<file path="src/rtl/swo_uart_rx_pkg.sv">
// SWO UART receiver shared trace constants.
// FSM encoding and clamp helpers for the trace register settings.
package swo_uart_rx_pkg;

  typedef enum logic [1:0] {
    ST_IDLE,
    ST_START,
    ST_DATA,
    ST_STOP
  } swo_state_e;

  localparam logic [7:0] SWO_DIV_MIN  = 8'd3;
  localparam logic [3:0] SWO_DATA_MAX = 4'd8;

  function automatic logic [7:0] swo_clamp_div(
    input logic [7:0] div
  );
    return (div < SWO_DIV_MIN) ? SWO_DIV_MIN : div;
  endfunction

  function automatic logic [3:0] swo_clamp_bits(
    input logic [3:0] n
  );
    return (n == 4'd0 || n > SWO_DATA_MAX) ? SWO_DATA_MAX : n;
  endfunction

endpackage

</file>
<file path="src/rtl/swo_uart_rx_sync.sv">
// Reset-to-1 synchronizer for the SWO line.
// Emits the synchronized level and a registered falling-edge flag.
module swo_sync #(
  parameter int pSTAGES = 2
) (
  input  logic clk_i,
  input  logic rst_i,
  input  logic d_i,
  output logic q_o,
  output logic fall_o
);

  logic [pSTAGES-1:0] sync_q;
  logic               prev_q;
  logic               fall_q;

  always_ff @(posedge clk_i) begin
    if (rst_i) begin
      sync_q <= '1;
      prev_q <= 1'b1;
      fall_q <= 1'b0;
    end else begin
      sync_q <= {sync_q[pSTAGES-2:0], d_i};
      prev_q <= sync_q[pSTAGES-1];
      fall_q <= prev_q & ~sync_q[pSTAGES-1];
    end
  end

  assign q_o    = prev_q;
  assign fall_o = fall_q;

endmodule

</file>
<file path="src/rtl/swo_uart_rx.sv">
// SWO asynchronous trace receiver: oversampled UART framing,
// one-cycle byte/error pulses and a saturating error count.
module swo_uart_rx
  import swo_uart_rx_pkg::*;
#(
  parameter int pSYNC_STAGES = 2
) (
  input  logic       uart_clk,
  input  logic       reset_i,
  input  logic       I_swo,
  input  logic       I_swo_enable,
  input  logic [7:0] I_bitrate_div,
  input  logic [1:0] I_stop_bits,
  input  logic [3:0] I_data_bits,
  input  logic       I_clear_errors,
  output logic [7:0] O_data,
  output logic       O_data_valid,
  output logic       O_framing_error,
  output logic [7:0] O_frame_errors,
  output logic       O_busy
);

  logic       line;
  logic       fall;
  logic       sample;
  logic       err_d;
  logic [7:0] div_c;

  swo_state_e state_q;
  logic [7:0] cnt_q;
  logic [7:0] div_q;
  logic [3:0] nbits_q;
  logic       two_stop_q;
  logic [3:0] idx_q;
  logic [7:0] shift_q;
  logic       err_q;
  logic [7:0] data_q;
  logic       valid_q;
  logic       fe_q;
  logic [7:0] errs_q;

  swo_sync #(
    .pSTAGES(pSYNC_STAGES)
  ) u_sync (
    .clk_i (uart_clk),
    .rst_i (reset_i),
    .d_i   (I_swo),
    .q_o   (line),
    .fall_o(fall)
  );

  assign div_c  = swo_clamp_div(I_bitrate_div);
  assign sample = (cnt_q == 8'd0);
  assign err_d  = err_q | ~line;

  always_ff @(posedge uart_clk) begin
    if (reset_i) begin
      state_q    <= ST_IDLE;
      cnt_q      <= '0;
      div_q      <= SWO_DIV_MIN;
      nbits_q    <= SWO_DATA_MAX;
      two_stop_q <= 1'b0;
      idx_q      <= '0;
      shift_q    <= '0;
      err_q      <= 1'b0;
      data_q     <= '0;
      valid_q    <= 1'b0;
      fe_q       <= 1'b0;
      errs_q     <= '0;
    end else begin
      valid_q <= 1'b0;
      fe_q    <= 1'b0;
      // count follows the error pulse, so a clear in that cycle keeps it
      if (I_clear_errors)
        errs_q <= {7'd0, fe_q};
      else if (fe_q && errs_q != 8'hFF)
        errs_q <= errs_q + 8'd1;
      if (!I_swo_enable) begin
        state_q <= ST_IDLE;
      end else begin
        unique case (state_q)
          ST_IDLE: begin
            if (fall) begin
              div_q      <= div_c;
              nbits_q    <= swo_clamp_bits(I_data_bits);
              two_stop_q <= I_stop_bits[1];
              cnt_q      <= div_c >> 1;
              state_q    <= ST_START;
            end
          end
          ST_START: begin
            if (!sample) begin
              cnt_q <= cnt_q - 8'd1;
            end else begin
              cnt_q <= div_q;
              if (line) begin
                state_q <= ST_IDLE;
              end else begin
                shift_q <= '0;
                idx_q   <= '0;
                err_q   <= 1'b0;
                state_q <= ST_DATA;
              end
            end
          end
          ST_DATA: begin
            if (!sample) begin
              cnt_q <= cnt_q - 8'd1;
            end else begin
              cnt_q                <= div_q;
              shift_q[idx_q[2:0]]  <= line;
              if (idx_q == nbits_q - 4'd1) begin
                idx_q   <= '0;
                state_q <= ST_STOP;
              end else begin
                idx_q <= idx_q + 4'd1;
              end
            end
          end
          ST_STOP: begin
            if (!sample) begin
              cnt_q <= cnt_q - 8'd1;
            end else begin
              cnt_q <= div_q;
              if (two_stop_q && idx_q == 4'd0) begin
                err_q <= err_d;
                idx_q <= 4'd1;
              end else begin
                state_q <= ST_IDLE;
                if (err_d) begin
                  fe_q <= 1'b1;
                end else begin
                  valid_q <= 1'b1;
                  data_q  <= shift_q;
                end
              end
            end
          end
        endcase
      end
    end
  end

  assign O_data          = data_q;
  assign O_data_valid    = valid_q;
  assign O_framing_error = fe_q;
  assign O_frame_errors  = errs_q;
  assign O_busy          = (state_q != ST_IDLE);

endmodule

</file>
<file path="config.mk">
export PLATFORM = sky130hd
export DESIGN_NAME = swo_uart_rx
export DESIGN_NICKNAME = d
export VERILOG_FILES = /design/src/rtl/swo_uart_rx_pkg.sv /design/src/rtl/swo_uart_rx_sync.sv /design/src/rtl/swo_uart_rx.sv
export SDC_FILE = /design/constraint.sdc
export NUM_CORES = 1
export LEC_CHECK = 0
export ABC_AREA = 1
export CORE_MARGIN = 10
export CORE_UTILIZATION = 41
export CTS_CLUSTER_SIZE = 24
export DETAILED_ROUTE_END_ITERATION = 10
export GPL_TIMING_DRIVEN = 0
export PLACE_DENSITY = 0.73
export SYNTH_ARGS = -nofsm -noshare
export SYNTH_HDL_FRONTEND = slang
export SYNTH_SLANG_ARGS = --single-unit
export TNS_END_PERCENT = 20
</file>
<file path="constraint.sdc">
create_clock -name uart_clk -period 2.88 [get_ports uart_clk]
set_clock_uncertainty 0.2 [all_clocks]
set_input_delay 0.864 -clock uart_clk [delete_from_list [all_inputs] [get_ports uart_clk]]
set_output_delay 0.864 -clock uart_clk [all_outputs]
set_load 0.02 [all_outputs]
</file>
=== Yosys cells after proc, flatten, opt, wreduce, memory -nomap -nowiden ===
Cells that the tools add are included.

* Add/subtract/negate cells: 4
* $lt $le $gt $ge: 4
* Equality and inequality tests: 13
* Muxes and demuxes: 36
* Bitwise gates (word level): 9
* Reduce and logical (&&, ||, !) cells: 24

{| class="wikitable"
|+ Operators with widths
! operator !! count
|-
| 2-to-1 mux 8 bit || 6
|-
| case mux 8 bit (2 select lines) || 2
|-
| 2-to-1 mux 4 bit || 7
|-
| 2-to-1 mux 2 bit || 7
|-
| inequality test 2 bit, second input constant || 7
|-
| case mux 4 bit (3 select lines) || 1
|-
| AND reduction 6 bit || 2
|-
| AND reduction 5 bit || 2
|-
| 2-to-1 mux 1 bit || 9
|-
| adder 8 x 1 -> 8 bit, second input constant || 1
|-
| bitwise mux 8 bit || 1
|-
| logical NOT 4 bit || 2
|-
| logical NOT 8 bit || 1
|-
| less-than comparator 8 x 2 -> 1 bit, second input constant || 1
|-
| inequality test 8 bit, second input constant || 1
|-
| case mux 2 bit (4 select lines) || 1
|-
| nonzero test 2 bit || 4
|-
| subtractor 8 x 1 -> 8 bit, second input constant || 1
|-
| NOT 1 bit || 7
|-
| AND reduction 7 bit || 1
|-
| OR reduction 5 bit || 1
|-
| adder 4 x 1 -> 4 bit, second input constant || 1
|-
| equality test 2 bit, second input constant || 2
|-
| equality test 4 bit || 1
|-
| other kinds (18) || 21
|}

* Register bits: 58
* Input bits: 19
* Output and inout port bits: 19

=== Longest topological paths before layout ===
* Depth after elaboration: 7
* Depth in mapped cells: 13
* Depth with buffers taken out: 13

=== Cells and area by module ===
Synthesis repeated with hierarchy kept, for this count alone.

* Cells, all modules: 422
* Area total of the unflattened synthesis: 2971.6 sq um

{| class="wikitable"
|+ Modules (own cells, without submodules)
! module !! times used !! cells an instance !! area an instance (sq um) !! seq. area each (sq um)
|-
| swo_uart_rx || 1 || 412 || 2861.5 || 1081.0
|-
| swo_sync || 1 || 10 || 110.1 || 80.1
|}

=== Worst setup path before layout ===
No wires, ideal clock.

* Path type: reg2reg
* Start: register errs_q[0] (netlist: O_frame_errors[0])
* End: register errs_q[3] (netlist: O_frame_errors[3])
* Setup time: 115 ps
* Data arrival time: 1499 ps
* Data required time: 2565 ps
* Path slack: 1066 ps
* Stages on the path, launching flop included: 7
* Path buffers: 0
* Clock period less this slack: 1814 ps
* Cell sequence: dfxtp_1 -> ha_1 -> nand4_2 -> o21ai_4 -> nor3_1 -> or2_0 -> and2_1

* Longest elaborated chain between the ends: 2
* Elaborated cells on any way between the ends: 3

{| class="wikitable"
|+ RTL lines
! what !! RTL line !! RTL
|-
| start, declared || swo_uart_rx.sv:40 || <nowiki>logic [7:0] errs_q;</nowiki>
|-
| start signal, assigned || swo_uart_rx.sv:75 || <nowiki>errs_q <= {7'd0, fe_q};</nowiki>
|-
| start signal, assigned || swo_uart_rx.sv:77 || <nowiki>errs_q <= errs_q + 8'd1;</nowiki>
|-
| branches (longest 2 deep; another with adder 8 x 1 -> 8 bit) || n/a ||
|}

Several ways; the timed one is not identified.
A chain may end at the register's enable or synchronous reset.

==> summary.txt <==
Power
  – Lkg Pwr: around 0.0014 uW
  – Max VDD drop: around 0.22 mV
  – Overall power: approximately 1900 uW
  – Power per standard cell area: 521 nW/um2

Setup path
  – Crit-path slowest cell: dfxtp_1
  – Crit path DAT: 1.41 ns
  – Crit Path Max Fanout: 9
  – Reg-to-Reg End: err_q
  – Startpoint Class: flop
  – R2r startpoint: cnt_q[0]
  – Worst r2r path cells: 11
  – Setup CP Type: reg -> out
  – CP endpoint kind: output pin
  – Register-to-Register Setup Slack: ~0.73 ns
  – Critical Path RT: 1.82 ns
  – Critical path, cell by cell: nor2_4, inv_2, dlymetal6s2s_1
  – Largest stage delay, worst path: between 0.3 and 0.4 ns

Timing
  – Fin crit share: 0.859
  – Least-Margin Pin Slew: about 0.5 ns
  – Setup TNS: 0 ns
  – Final Setup Violations: 0
  – Rel. slew slack: 0.676
  – PnR worst setup slack: roughly 0.4 ns
  – RSZ-0062 raised after global routing: no
  – Final Hold Fails: 0
  – Fin. max-slew vios: 0
  – Minimum clock period: approximately 2.5 ns
  – Max Clock Freq: 404 MHz

Synthesis
  – Seq/Total Area, Yosys: 0.402
  – Cells after Synth: ~400
  – Synth area leaders: dfxtp_1 40%, nand2_1 13%, nor2_1 6.9%
  – Synth cell types: 36
  – Post-Syn Nets: between 400 and 500
  – EDFF count, synth: 0
  – Cell Area, Synth: around 2900 um2
  – Yosys top cell area share: 0.402
  – Fraction of registers with async set/reset: 0
  – Synth warn: 0
  – Post-synth top area cell: dfxtp_1
  – Primary FF master, synth: dfxtp_1
  – FF+latch count, synth: slightly below 60
  – Mapped Avg Cell Area: between 7 and 8 um2

Placed design
  – RePlAce Congestion: 0.858
  – I/O Buffers: 36
  – Place WS: about 0.14 ns
  – Dpl cell area: around 3400 um2
  – HPWL after DPL: approximately 5000 um

Die
  – Num rows: 30
  – Die outline area: 10800 um2
  – Core ar.: 6830 um2
  – Die Wd: between 100 and 150 um
  – Initial core utilization: 0.423
  – I/O Pins: 38
  – Die Y: about 100 um

Global routing
  – First-pass GRT wire length: around 12000 um
  – Met1 Use GR: 0.150
  – Largest net degree at the start of global routing: 12
  – Grt ovf: 0
  – GRT met2 Usage: 0.209
  – Antenna violations before repair: 0
  – Total track usage: 0.127
  – Vias in the first global route: 2600
  – Met3 Usage GRT: 0.0372
  – Grt peak-use layer: met2

Min path
  – WHS Path Cells: 1
  – Min-delay src: u_sync.sync_q[0]
  – Hold Path Sink: u_sync.sync_q[1]
  – Min-delay worst type: reg -> reg

Routing
  – Iter 0 DRT Violations: between 200 and 250
  – Routed Antenna Nets: 0
  – Post-Route WL: ~6800 um
  – WL/cell: approximately 12 um
  – DRC Markers: 0
  – Pre-antenna DRT Iters: 4
  – Vias post-DR: around 2800
  – Avg Vias per Cell: between 4 and 5

Clock tree
  – Max Root-Sink Buffers: 2
  – CTS Buf Count: 9
  – CTS tree: built
  – Root Driver: clkbuf_8
  – Worst-path clk slew: 0.06 ns
  – Worst-Skew Late Latency: roughly 0.35 ns
  – Hold buffer count at CTS: 0
  – CTS H-tree depth: 3
  – Clock sink total: 58

Cells and area
  – Layout area overhead: 25.1%
  – Antenna Cells: 0
  – Layout cells sized above 1: 0.107
  – Commonest cells after routing, fill and taps aside: 97 x nand2_1, 58 x dfxtp_1, 53 x nor2_1
  – Final instance area: around 3600 um2
  – Fillers: roughly 690
  – Final #Nets: ~480
  – Commonest non-fill, non-tap cell in the layout: nand2_1

Run status
  – Status: complete, no violations

Run
  – Maxcap violations: 0
-- worst max-delay path by stage --
stage	start	to	slack, ns
detailed placement	I_swo_enable	idx_q[1]	0.14
global placement	reset_i	O_data_valid	0.14
floorplan	O_frame_errors[0]	O_frame_errors[3]	1.07
global route	flop	O_busy	0.33
CTS	flop	O_busy	0.009
finish	flop	O_busy	0.41
-- worst max-delay path, delay by kind of cell (launching register included) --
family / cells / cell delay, ns
buffers and inverters: 2 / 0.41
flip-flops: 1 / 0.39
AND/OR/NAND/NOR: 1 / 0.27
-- report_power, final --
part | internal [uW] | leakage [uW] | total (uW) | switching [uW]
Sequential | 811 | 0.000469 | 819 | 8.03
Clock | 572 | 0.000111 | 919 | 347
Combinational | 55.5 | 0.000857 | 142 | 86.8
Total | 1440 | 0.00144 | 1880 | 442
-- per-stage QoR --
step | instances | utilization | hold slack, ns
final | 556 | 0.529 | 0.213
after global placement | 540 | 0.493 | 0.191
after global routing | 556 | 0.529 | 0.220
after CTS | 556 | 0.528 | 0.215
after detailed placement | 540 | 0.493 | 0.199
after floorplan | 408 | - | 0.189
-- timing repair --
action | 4_1_cts | 5_1_grt
buffers inserted | 0 | 0
setup endpoints to repair | 0 | 1
resized for setup | 0 | 1
-- state kept, by name, summed over array words and instances (netlist names), named ones only --
register and flops:
u_sync.fall_o 1, O_data 8, shift_q 8, idx_q 4, nbits_q 4, err_q 1
two_stop_q 1, cnt_q 8, O_data_valid 1, u_sync.q_o 1, div_q 8, state_q 1
O_frame_errors 8, O_framing_error 1, u_sync.sync_q 2
-- per-layer routing --
metal  up-vias  share of wire
li1       1448              -
met4         0          0.010
met5         -              0
met1      1246           0.46
met3         7          0.065
met2        78           0.46
-- cell type report --
type / instances / area [um2] / share of cell area
plain buffers: 7 / 30.0 / 0.00831
clock buffers: 9 / 124 / 0.0343
multi-input cells: 301 / 1540 / 0.426
well taps: 96 / 120 / 0.0333
flip-flops and latches: 58 / 1160 / 0.321
inverters: 42 / 159 / 0.0440
clock inverters: 7 / 118 / 0.0326
repair buffers: 36 / 363 / 0.100
-- synthesized netlist by cell type (2+ instances only) --
master     n
a211oi_1   4
a21oi_1   37
a31oi_1    3
buf_2      3
clkbuf_1   4
dfxtp_1   58
ha_1       5
inv_1     31
inv_2     10
nand2_1   97
nand2_2    2
nand3_1   13
nand3_4    2
nand4_1    7
nor2_1    53
nor2_4     4
nor3_1    11
o211ai_1   4
o21ai_0   24
o21ai_1   12
o21ai_4    2
or2_2      3
xor2_1     6
-- kinds of logic (layout without fill, tap and decap cells) --
family / Yosys count / after routing / synth area share
AND/OR/NAND/NOR: 201 / 201 / 0.319
flip-flops: 58 / 58 / 0.402
adder cells (fa/ha/maj): 5 / 5 / 0.0217
AO/OA/AOI/OAI: 88 / 88 / 0.171
XOR/XNOR: 7 / 7 / 0.0212
buffers and inverters: 49 / 101 / 0.0654
(Power assumes the default switching activity.)
